===== src/rtl/timer_int_pkg.sv =====
// Shared types and constants for the timer interrupt arbiter.
// State encoding, TIFR bit map, default vector layout, vector helper.
package timer_int_pkg;

  typedef enum logic [1:0] {
    S_IDLE,
    S_REQUEST,
    S_CLEAR,
    S_GAP
  } arb_state_e;

  localparam int OCF2  = 7;
  localparam int TOV2  = 6;
  localparam int ICF1  = 5;
  localparam int OCF1A = 4;
  localparam int OCF1B = 3;
  localparam int TOV1  = 2;
  localparam int OCF0  = 1;
  localparam int TOV0  = 0;

  localparam logic [7:0] DEF_VECTOR_BASE   = 8'h08;
  localparam int         DEF_VECTOR_STRIDE = 2;

  // Bit 7 sits at the base; lower bits move up by one stride each.
  function automatic logic [7:0] vec_addr(
    input logic [7:0] base,
    input logic [7:0] stride,
    input logic [2:0] idx
  );
    logic [7:0] slot;
    slot = 8'd7 - {5'd0, idx};
    return base + stride * slot;
  endfunction

endpackage


===== src/rtl/timer_interrupt_arbiter_priority_encoder_8.sv =====
// 8-bit priority encoder, highest set bit wins.
// Ports: req[7:0] in; idx[2:0] winning bit, valid = any bit set.
module priority_encoder_8 (
  input  logic [7:0] req,
  output logic [2:0] idx,
  output logic       valid
);

  always_comb begin
    idx   = '0;
    valid = |req;
    for (int i = 0; i < 8; i++) begin
      if (req[i]) idx = 3'(i);
    end
  end

endmodule


===== src/rtl/timer_interrupt_arbiter.sv =====
// Prioritises timer TIFR/TIMSK flags into one CPU irq with vector.
// Ports: sysClock, system_reset, TIFR_input, TIMSK_input,
//   global_int_enable, irq_ack -> irq, irq_vector,
//   TIFR_clear_mask, TIFR_clear_enable, busy (all registered).
module timer_interrupt_arbiter
  import timer_int_pkg::*;
#(
  parameter logic [7:0] VECTOR_BASE   = DEF_VECTOR_BASE,
  parameter int         VECTOR_STRIDE = DEF_VECTOR_STRIDE,
  parameter int         GAP_CYCLES    = 1
) (
  input  logic       sysClock,
  input  logic       system_reset,
  input  logic [7:0] TIFR_input,
  input  logic [7:0] TIMSK_input,
  input  logic       global_int_enable,
  input  logic       irq_ack,
  output logic       irq,
  output logic [7:0] irq_vector,
  output logic [7:0] TIFR_clear_mask,
  output logic       TIFR_clear_enable,
  output logic       busy
);

  localparam logic [3:0] GAP_W    = 4'(GAP_CYCLES);
  localparam logic [7:0] STRIDE_W = 8'(VECTOR_STRIDE);

  arb_state_e state_q, state_d;
  logic [2:0] idx_q, idx_d;
  logic [3:0] gap_q, gap_d;

  logic       irq_d;
  logic [7:0] vec_d;
  logic [7:0] mask_d;
  logic       clr_d;
  logic       busy_d;

  logic [7:0] pending;
  logic [2:0] pend_idx;
  logic       pend_valid;

  assign pending = TIFR_input & TIMSK_input
                 & {8{global_int_enable}};

  priority_encoder_8 u_penc (
    .req   (pending),
    .idx   (pend_idx),
    .valid (pend_valid)
  );

  always_comb begin
    state_d = state_q;
    idx_d   = idx_q;
    gap_d   = gap_q;
    irq_d   = irq;
    vec_d   = irq_vector;
    mask_d  = '0;
    clr_d   = 1'b0;
    busy_d  = busy;
    unique case (state_q)
      S_IDLE: begin
        if (pend_valid) begin
          state_d = S_REQUEST;
          idx_d   = pend_idx;
          irq_d   = 1'b1;
          vec_d   = vec_addr(VECTOR_BASE, STRIDE_W,
                             pend_idx);
          busy_d  = 1'b1;
        end
      end
      S_REQUEST: begin
        // Ack takes precedence over a simultaneous withdraw.
        if (irq_ack) begin
          state_d = S_CLEAR;
          irq_d   = 1'b0;
          vec_d   = '0;
          clr_d   = 1'b1;
          mask_d  = 8'b1 << idx_q;
        end else if (!pending[idx_q]) begin
          state_d = S_IDLE;
          irq_d   = 1'b0;
          vec_d   = '0;
          busy_d  = 1'b0;
        end
      end
      S_CLEAR: begin
        state_d = S_GAP;
        gap_d   = GAP_W;
      end
      S_GAP: begin
        // Holds off arbitration while the cleared flag settles.
        gap_d = gap_q - 4'd1;
        if (gap_q <= 4'd1) begin
          gap_d   = '0;
          state_d = S_IDLE;
          busy_d  = 1'b0;
        end
      end
      default: begin
        state_d = S_IDLE;
        irq_d   = 1'b0;
        vec_d   = '0;
        busy_d  = 1'b0;
      end
    endcase
  end

  always_ff @(posedge sysClock) begin
    if (system_reset) begin
      state_q           <= S_IDLE;
      idx_q             <= '0;
      gap_q             <= '0;
      irq               <= 1'b0;
      irq_vector        <= '0;
      TIFR_clear_mask   <= '0;
      TIFR_clear_enable <= 1'b0;
      busy              <= 1'b0;
    end else begin
      state_q           <= state_d;
      idx_q             <= idx_d;
      gap_q             <= gap_d;
      irq               <= irq_d;
      irq_vector        <= vec_d;
      TIFR_clear_mask   <= mask_d;
      TIFR_clear_enable <= clr_d;
      busy              <= busy_d;
    end
  end

endmodule


===== config.mk =====
export PLATFORM = sky130hd
export DESIGN_NAME = timer_interrupt_arbiter
export DESIGN_NICKNAME = d
export VERILOG_FILES = /design/src/rtl/timer_int_pkg.sv /design/src/rtl/timer_interrupt_arbiter_priority_encoder_8.sv /design/src/rtl/timer_interrupt_arbiter.sv
export SDC_FILE = /design/constraint.sdc
export NUM_CORES = 1
export LEC_CHECK = 0
export ABC_CLOCK_PERIOD_IN_PS = 2100
export CAP_MARGIN = 25
export CORE_MARGIN = 4
export CORE_UTILIZATION = 44
export CTS_CLUSTER_SIZE = 12
export DETAILED_ROUTE_END_ITERATION = 6
export PLACE_DENSITY = 0.78
export SYNTH_ARGS = -nofsm -noshare
export SYNTH_HDL_FRONTEND = slang
export SYNTH_SLANG_ARGS = --single-unit
export TNS_END_PERCENT = 20

===== constraint.sdc =====
create_clock -name sysClock -period 2.1 [get_ports sysClock]
set_input_delay 0.525 -clock sysClock [delete_from_list [all_inputs] [get_ports sysClock]]
set_output_delay 0.525 -clock sysClock [all_outputs]
set_load 0.1 [all_outputs]

==> flow_metrics.py, run 1 <==
metrics = {
    "timing": {
        "rsz0062_at_grt": "true",
        "period_needed_ns": 2.01,
        "final.period_utilization": 0.955,
        "finClkSkew_ns": 0.00975,
        "setup_ws_ns": 0.0936,
        "slew_viol_final": 0,
        "hold_violations": 0,
        "setup_viol": 0,
        "tns_ns": 0,
        "fmax_mhz": 498,
    },
    "yosys": {
        "synth_top_area_cell": "dfxtp_1",
        "synth.area.top_cells": "dfxtp_1 41%, nand2_1 6.5%, nor2_1 5.5%, a21oi_1 3.9%, a211oi_1 3.9%",
        "synth.avg_cell_area_um2": 8.52,
        "synth_edf_count": 0,
        "synth_area_um2": 1160,
        "synthArstFlopShare": 0,
        "synthDistinctLibCells": 40,
        "synth_most_common_cell": "dfxtp_1",
        "yosys_warnings": 0,
        "synth_seq_area_share": 0.415,
        "ys.flop_type": "dfxtp_1",
        "ys_seq_elements": 24,
        "synthTopCellsByCount": "24 x dfxtp_1, 20 x nand2_1, 17 x nor2_1",
        "yosysTopAreaCellShare": 0.415,
        "synthCells": 136,
    },
    "placed_design": {
        "portBuffers": 34,
        "dpl_cell_area_um2": 1560,
        "finalWeightedCongestion": 0.894,
        "pre_cts_slack_ns": -0.340,
        "dp_hpwl_um": 2260,
    },
    "global_route": {
        "grt_usage": 0.176,
        "grt_pass1_vias": 1096,
        "antenna_found_initial": 0,
        "grt_start_max_net_pins": 16,
        "grt-ovfl-total": 0,
        "grt_pass1_wl_um": 4770,
    },
    "power_and_ir_drop": {
        "p_total_mw": 1.24,
        "powerDensity_nw_per_um2": 759,
        "pwr-share-seq": 0.415,
        "p_int_mw": 0.813,
        "clkPwrFrac": 0.270,
        "combPwrFrac": 0.316,
        "switching_share": 0.344,
        "p_leak_nw": 0.667,
        "netSwitchingPower_mw": 0.427,
        "vdd_drop_max_mv": 0.703,
    },
    "clock_network": {
        "cts-root-buf": "clkbuf_4",
        "htreeDepth": 1,
        "clk_pin_slew_worst_paths_ns": 0.12,
        "numCtsBuffers": 3,
        "holdBufCountCts": 0,
        "cts_buffer_depth": 2,
        "clk-insertion-delay-late_ns": 0.32,
        "postCtsSetupBuffers": 0,
        "cts_tree": "built",
        "clock-sinks": 24,
    },
    "final_layout": {
        "fillers": 203,
        "final_nets": 205,
        "layout.area.seq_um2": 480,
        "fin_util": 0.654,
        "drive_gt1_frac": 0.225,
        "multi_input_area_um2": 641,
        "antenna_cells": 0,
        "design_area_um2": 1630,
        "syn_to_final_growth_pct": 41.0,
    },
    "setup_path": {
        "worst_setup_path_end_kind": "register",
        "required_ns": 2.34,
        "ff2ff_setup_slack_ns": 0.30,
        "worstPathArrival_ns": 2.25,
        "crit_path_start_kind": "primary input",
        "cp_max_fo": 6,
        "worstSetupPathType": "in -> reg",
    },
    "route": {
        "drt_first_pass_iters": 4,
        "vias": 1155,
        "antenna_left": 0,
        "wirelength_um": 2790,
        "drc": 0,
        "vias_per_cell": 5.45,
        "wl_per_cell_um": 13.1,
        "first_iter_violations": 26,
    },
    "die": {
        "die_h_um": 59.3,
        "die-area_um2": 3520,
        "start_util": 0.463,
        "die_x_um": 59.3,
        "fp.coreArea_um2": 2500,
        "num_rows": 18,
        "pin_count": 39,
    },
    "worst_hold_path": {
        "hold_class": "reg -> reg",
    },
    "run_status": {
        "status": "finished, final reports clean",
    },
    "job": {
        "cap_violations": 0,
    },
}
[path summary, 6_finish.rpt]
check,startpoint,to,cells after the start
hold / removal,irq_vector[3],irq_vector[3],2
hold reg to reg,irq_vector[3],irq_vector[3],2
setup / recovery,TIMSK_input[3],irq_vector[3],6
setup reg to reg,idx_q[0],irq_vector[3],4
[routing by layer]
metal	vias up	routed length (um)	global-route usage
met5	-	0	0
met4	0	55	0.0680
met3	7	114	0.0458
met2	20	1520	0.321
met1	547	1100	0.192
li1	581	-	-
[flip-flops by register name (all words and copies together), names as in the netlist, named ones only]
name and flops:
TIFR_clear_enable 1, TIFR_clear_mask 8, busy 1, gap_q 4
idx_q 3, irq 1, irq_vector 4, state_q 1
[final cells by class]
| type | instances | area share |
|---|---|---|
| Clock inverter | 1 | 0.0184 |
| Clock buffer | 3 | 0.0138 |
| Sequential cell | 24 | 0.294 |
| Inverter | 6 | 0.0138 |
| Tap cell | 30 | 0.0230 |
| Timing Repair Buffer | 47 | 0.245 |
| Multi-Input combinational cell | 101 | 0.392 |
[per-stage QoR]
stage,instances,hold WS (ns)
3_5_place_dp,208,0.481
3_3_place_gp,208,0.468
4_1_cts,212,0.496
6_report,212,0.489
5_1_grt,212,0.529
2_1_floorplan,139,0.480
[critical path: stages]
cell and delay [ns]:
clkdlybuf4s50_1 0.51, nand2_1 0.06, mux4_2 0.47, o21bai_2 0.17, nand4_2 0.20, a221oi_2 0.31
[cell usage in the layout (no fill, tap or decap), types with 4 or more instances in the layout]
master / synthesis / final
clkdlybuf4s50_1: 0 / 19
dfxtp_1: 24 / 24
nor2_1: 17 / 17
inv_1: 5 / 5
nor3_1: 7 / 7
nand2_1: 20 / 20
o21ai_0: 4 / 4
conb_1: 1 / 4
a211oi_1: 6 / 6
a21oi_1: 9 / 9
buf_4: 4 / 28
[timing repair]
| item | CTS | global route |
|---|---|---|
| endpoints found under the hold margin | 0 | 0 |
| gates resized for setup | 0 | 3 |
| endpoints found under the setup margin | 0 | 5 |
[logic make-up after synthesis]
logic type,Yosys count,synth area share
and+or+nand+nor,55,0.217
AOI/OAI and AO/OA,38,0.255
DFF,24,0.415
buffers and inverters,14,0.0605
muxes,2,0.0281
adders and majority gates,2,0.0216
other,1,0.00324
[power by group through the flow]
stage | Sequential, mW | Combinational (mW) | Clock (mW)
after floorplan | 0.610 | 0.182 | 0
after global placement | 0.524 | 0.377 | 0
after detailed placement | 0.524 | 0.382 | 0
after CTS | 0.514 | 0.384 | 0.341
after global routing | 0.519 | 0.422 | 0.356
final | 0.514 | 0.392 | 0.334
Note: power is estimated with default switching activity, not from simulation.
==> inputs of run 2 (changes only) <==
--- a/config.mk
+++ b/config.mk
@@ -8,11 +8,12 @@
 export ABC_CLOCK_PERIOD_IN_PS = 2100
 export CAP_MARGIN = 25
 export CORE_MARGIN = 4
-export CORE_UTILIZATION = 44
+export CORE_UTILIZATION = 45
 export CTS_CLUSTER_SIZE = 12
 export DETAILED_ROUTE_END_ITERATION = 6
 export PLACE_DENSITY = 0.78
 export SYNTH_ARGS = -nofsm -noshare
 export SYNTH_HDL_FRONTEND = slang
+export SYNTH_HIERARCHICAL = 1
 export SYNTH_SLANG_ARGS = --single-unit
 export TNS_END_PERCENT = 20
==> run 2 against run 1 <==
Register-to-register slack lost 0.12 ns. Design area grew 2.5%. Final cell count grew 0.47%. Total power grew 5.6%. Maximum frequency shrank 2.1%. Combinational power grew 17%. Sequential share of layout area shrank 0.72 points. Die area grew 3.4%. Via count grew 0.35%. Synthesized area grew 6.3%. Critical path depth is the same. Clock-buffer cell count is the same. Critical endpoint is now state_q[0].
==> flow_metrics.py, run 2 <==
metrics = {
    "run_status": {
        "status": "finished, final reports clean",
    },
    "clock_network": {
        "clk-insertion-delay-late_ns": 0.32,
        "clk_pin_slew_worst_paths_ns": 0.14,
        "htreeDepth": 1,
        "clock-sinks": 24,
        "cts-root-buf": "clkbuf_4",
        "cts_buffer_depth": 2,
        "cts_tree": "built",
        "numCtsBuffers": 3,
        "postCtsSetupBuffers": 0,
    },
    "placed_design": {
        "finalWeightedCongestion": 0.792,
        "portBuffers": 34,
        "dp_hpwl_um": 2340,
        "pre_cts_slack_ns": -0.536,
    },
    "power_and_ir_drop": {
        "switching_share": 0.355,
        "vdd_drop_max_mv": 0.572,
        "p_int_mw": 0.844,
        "p_total_mw": 1.31,
        "pwr-share-seq": 0.391,
        "clkPwrFrac": 0.257,
        "combPwrFrac": 0.351,
        "powerDensity_nw_per_um2": 782,
        "netSwitchingPower_mw": 0.465,
        "p_leak_nw": 0.695,
    },
    "route": {
        "drt_first_pass_iters": 4,
        "vias": 1159,
        "vias_per_cell": 5.44,
        "drc": 0,
        "antenna_left": 0,
        "wirelength_um": 2980,
        "wl_per_cell_um": 14.0,
        "first_iter_violations": 55,
    },
    "final_layout": {
        "final_nets": 206,
        "regMostFlops": "TIFR_clear_mask",
        "antenna_cells": 0,
        "fillers": 195,
        "drive_gt1_frac": 0.306,
        "syn_to_final_growth_pct": 36.1,
        "multi_input_area_um2": 698,
        "reg.largest.list": "TIFR_clear_mask: 8 flops, gap_q: 4 flops, irq_vector: 4 flops",
        "final_common_cell": "buf_4",
        "largest_reg_flops": 8,
        "layout.area.seq_um2": 480,
        "final_cell_mix": "26 x buf_4, 25 x nor2_1, 24 x dfxtp_1",
        "fin_util": 0.658,
    },
    "timing": {
        "setup_viol": 0,
        "setup_ws_ns": 0.0503,
        "finClkSkew_ns": 0.0119,
        "fmax_mhz": 488,
        "tns_ns": 0,
        "slew_viol_final": 0,
        "rsz0062_at_grt": "false",
        "final.period_utilization": 0.976,
        "period_needed_ns": 2.05,
        "hold_violations": 0,
    },
    "setup_path": {
        "required_ns": 2.34,
        "cp_slowest_cell": "or4b_4",
        "crit_chain": "clkdlybuf4s50_1 -> and3_4 -> o221ai_2 -> or4b_4 -> a21o_4 -> a311oi_2",
        "cp_max_fo": 7,
        "worstSetupPathType": "in -> reg",
        "crit_path_start_kind": "primary input",
        "worstPathArrival_ns": 2.29,
        "worst_setup_path_end_kind": "register",
        "slowest_delay_ns": 0.50,
    },
    "die": {
        "die_h_um": 60.3,
        "die_x_um": 60.3,
        "fp.coreArea_um2": 2540,
        "die-area_um2": 3640,
        "pin_count": 39,
        "num_rows": 18,
        "start_util": 0.484,
    },
    "yosys": {
        "synth_seq_area_share": 0.390,
        "synth_most_common_cell": "nor2_1",
        "synth_area_um2": 1230,
        "yosys_warnings": 6,
        "synth.avg_cell_area_um2": 8.79,
        "yosysTopAreaCellShare": 0.390,
        "synthDistinctLibCells": 39,
        "ys_seq_elements": 24,
        "synth.area.top_cells": "dfxtp_1 39%, nor2_1 7.9%, and3_2 4.3%, a211oi_2 4.1%, a21oi_1 3.7%",
        "synth_edf_count": 0,
        "synth_top_area_cell": "dfxtp_1",
        "synthCells": 140,
        "synthTopCellsByCount": "26 x nor2_1, 24 x dfxtp_1, 9 x a21oi_1",
        "ys.flop_type": "dfxtp_1",
        "synthArstFlopShare": 0,
    },
    "global_route": {
        "grt_pass1_vias": 1154,
        "grt_usage": 0.185,
        "grt_pass1_wl_um": 5150,
        "grt-ovfl-total": 0,
        "grt_start_max_net_pins": 17,
        "antenna_found_initial": 0,
    },
    "job": {
        "cap_violations": 0,
    },
    "worst_hold_path": {
        "hold_class": "reg -> reg",
    },
}
## run 2: final timing paths
path                 start    endpoint  slack, ns  cells after the start
max          TIFR_input[7]  state_q[0]       0.05                      6
min                   busy        busy       0.53                      2
max reg2reg       idx_q[1]  state_q[0]       0.18                      5
min reg2reg           busy        busy       0.53                      2
## run 2: final cells by class
type | count | area share
multi-input cells | 104 | 0.417
flip-flops and latches | 24 | 0.287
repair buffers | 45 | 0.229
well taps | 30 | 0.0224
clock inverters | 1 | 0.0179
clock buffers | 3 | 0.0134
inverters | 6 | 0.0134
## run 2: timing repair
| action | in CTS | in global routing |
|---|---|---|
| gates cloned | 0 | 0 |
| pin swaps | 0 | 0 |
| gates resized for setup | 1 | 3 |
| endpoints found under the setup margin | 11 | 6 |
| hold buffers | 0 | 0 |
## run 2: logic make-up after synthesis
logic type               count (synthesis)  synth area share
AO/OA/AOI/OAI                           35             0.245
multiplexers                             2            0.0163
other                                    1           0.00305
flip-flops                              24             0.390
adder cells (fa/ha/maj)                  2            0.0203
AND/OR/NAND/NOR                         61             0.267
buffers and inverters                   15            0.0579
## run 2: stage by stage
step / cell area (um^2) / hold slack (ns) / instances
floorplan: 1240 / 0.475 / 143
global route: 1680 / 0.563 / 213
detailed placement: 1620 / 0.523 / 209
global placement: 1620 / 0.503 / 209
finish: 1680 / 0.535 / 213
CTS: 1670 / 0.541 / 213
## run 2: power by group through the flow
stage	Clock, mW	Combinational [mW]	Sequential [mW]
after global routing	0.361	0.496	0.518
after detailed placement	0	0.456	0.522
after CTS	0.338	0.457	0.512
final	0.337	0.460	0.513
after floorplan	0	0.213	0.635
after global placement	0	0.445	0.520
## run 2: worst max-delay path: cells and delay by family
family | cells | cell delay (ns)
AO/OA/AOI/OAI | 3 | 0.60
buffers and inverters | 1 | 0.46
AND/OR/NAND/NOR | 2 | 0.70
## run 2: routing by layer
metal,vias up,share of wire,wire length [um],global-route usage
met5,-,0,0,0
met4,0,0.015,44,0.0728
met3,5,0.062,184,0.0324
met2,37,0.49,1460,0.315
met1,532,0.43,1290,0.231
li1,585,-,-,-
==> inputs of run 3 (changes only) <==
--- a/config.mk
+++ b/config.mk
@@ -5,7 +5,7 @@
 export SDC_FILE = /design/constraint.sdc
 export NUM_CORES = 1
 export LEC_CHECK = 0
-export ABC_CLOCK_PERIOD_IN_PS = 2100
+export ABC_CLOCK_PERIOD_IN_PS = 2040
 export CAP_MARGIN = 25
 export CORE_MARGIN = 4
 export CORE_UTILIZATION = 45
==> constraint.sdc (replaced) <==
create_clock -name sysClock -period 2.04 [get_ports sysClock]
set_input_delay 0.51 -clock sysClock [delete_from_list [all_inputs] [get_ports sysClock]]
set_output_delay 0.51 -clock sysClock [all_outputs]
set_load 0.1 [all_outputs]
==> run 3 against run 2 <==
Flip-flop and latch count did not move. Clock-buffer cell count up 1. Register-to-register slack worse by 0.098 ns. Highest routed layer unchanged.
==> flow_metrics.py, run 3 (synthesis results as in run 2) <==
metrics = {
    "route": {
        "vias_per_cell": 5.49,
        "antenna_left": 0,
        "drt_first_pass_iters": 4,
        "wl_per_cell_um": 15.3,
        "wirelength_um": 3310,
        "vias": 1185,
        "first_iter_violations": 42,
        "drc": 0,
    },
    "global_route": {
        "grt_pass1_vias": 1091,
        "grt_pass1_wl_um": 4780,
        "grt_usage": 0.171,
        "antenna_found_initial": 0,
        "grt_start_max_net_pins": 17,
        "grt_use_met1": 0.215,
        "grt-ovfl-total": 0,
        "grt_use_met2": 0.307,
        "met3_usage": 0.0194,
        "busiest_layer": "met2",
    },
    "timing": {
        "setup_viol": 0,
        "period_needed_ns": 1.96,
        "fmax_mhz": 511,
        "final.period_utilization": 0.960,
        "finClkSkew_ns": 0.00554,
        "fin_hold_ws_ns": 0.528,
        "tns_ns": 0,
        "hold_violations": 0,
        "slew_viol_final": 0,
    },
    "clock_network": {
        "htreeDepth": 1,
        "numCtsBuffers": 3,
        "clock-sinks": 24,
        "holdBufCountCts": 0,
        "cts_tree": "built",
        "clk-insertion-delay-late_ns": 0.31,
        "clk_pin_slew_worst_paths_ns": 0.13,
        "cts_buffer_depth": 2,
        "cts-root-buf": "clkbuf_4",
    },
    "setup_path": {
        "crit_path_start_kind": "register",
        "worstPathArrival_ns": 2.19,
        "required_ns": 2.27,
        "cp_max_fo": 8,
        "worst_setup_path_end_kind": "register",
        "worstSetupPathType": "reg -> reg",
    },
    "job": {
        "cap_violations": 0,
    },
    "worst_hold_path": {
        "hold_class": "reg -> reg",
    },
    "final_layout": {
        "syn_to_final_growth_pct": 45.9,
        "drive_gt1_frac": 0.366,
        "antenna_cells": 0,
        "final_nets": 209,
        "reg.largest.list": "TIFR_clear_mask: 8 flops, gap_q: 4 flops, irq_vector: 4 flops",
        "largest_reg_flops": 8,
        "fin_util": 0.706,
        "fillers": 177,
        "design_area_um2": 1800,
        "regMostFlops": "TIFR_clear_mask",
        "final_common_cell": "buf_4",
        "final_cell_mix": "27 x buf_4, 23 x dfxtp_1, 21 x nor2_1",
    },
    "power_and_ir_drop": {
        "vdd_drop_max_mv": 0.633,
        "powerDensity_nw_per_um2": 716,
        "p_total_mw": 1.29,
        "p_leak_nw": 0.851,
    },
    "placed_design": {
        "dpl_cell_area_um2": 1640,
        "portBuffers": 34,
        "finalWeightedCongestion": 0.781,
        "dp_hpwl_um": 2290,
    },
    "die": {
        "fp.coreArea_um2": 2540,
        "die-area_um2": 3640,
        "die_h_um": 60.3,
        "pin_count": 39,
        "start_util": 0.484,
        "die_x_um": 60.3,
        "num_rows": 18,
    },
    "run_status": {
        "status": "finished, final reports clean",
    },
}
[run 3: layer usage]
| metal | vias to the layer above | part of all wire |
|---|---|---|
| met5 | - | 0 |
| met1 | 543 | 0.44 |
| met2 | 41 | 0.49 |
| met4 | 0 | 0.010 |
| met3 | 5 | 0.058 |
| li1 | 596 | - |
[run 3: repair_timing]
action | CTS | global route
buffers inserted | 0 | 3
pin swaps | 1 | 15
resized for setup | 2 | 34
setup endpoints to repair | 11 | 7
[run 3: layout make-up]
| type | instances | area [um^2] | area share |
|---|---|---|---|
| tap | 30 | 37.5 | 0.0209 |
| inverter | 6 | 22.5 | 0.0125 |
| clock buffer | 4 | 36.3 | 0.0202 |
| timing repair buffer | 48 | 463 | 0.258 |
| sequential | 24 | 482 | 0.268 |
| multi-input combinational | 104 | 756 | 0.421 |
[run 3: worst paths after layout]
| kind | startpoint | endpoint | slack [ns] | cells past startpoint |
|---|---|---|---|---|
| setup reg to reg | idx_q[0] | irq_vector[3] | 0.08 | 5 |
| setup / recovery | idx_q[0] | irq_vector[3] | 0.08 | 5 |
| hold reg to reg | idx_q[1] | TIFR_clear_mask[4] | 0.53 | 1 |
| hold / removal | idx_q[1] | TIFR_clear_mask[4] | 0.53 | 1 |
[run 3: critical path, stage by stage (launching register included)]
cell	delay, ns
dfxtp_1	0.51
or2b_2	0.23
o221ai_2	0.09
or4_4	0.53
a21o_4	0.26
a311oi_2	0.24
[run 3: where the power goes]
group | leakage, nW | internal (mW) | switching (mW)
sequential | 0.196 | 0.500 | 0.0296
combinational | 0.634 | 0.188 | 0.317
clock | 0.0210 | 0.109 | 0.142
[run 3: metrics by stage]
stage	setup WS (ns)	std cells
3_3_place_gp	-0.502	209
5_1_grt	-0.0422	216
2_1_floorplan	0.0347	143
4_1_cts	0.00151	213
6_report	0.0821	216
3_5_place_dp	-0.574	209
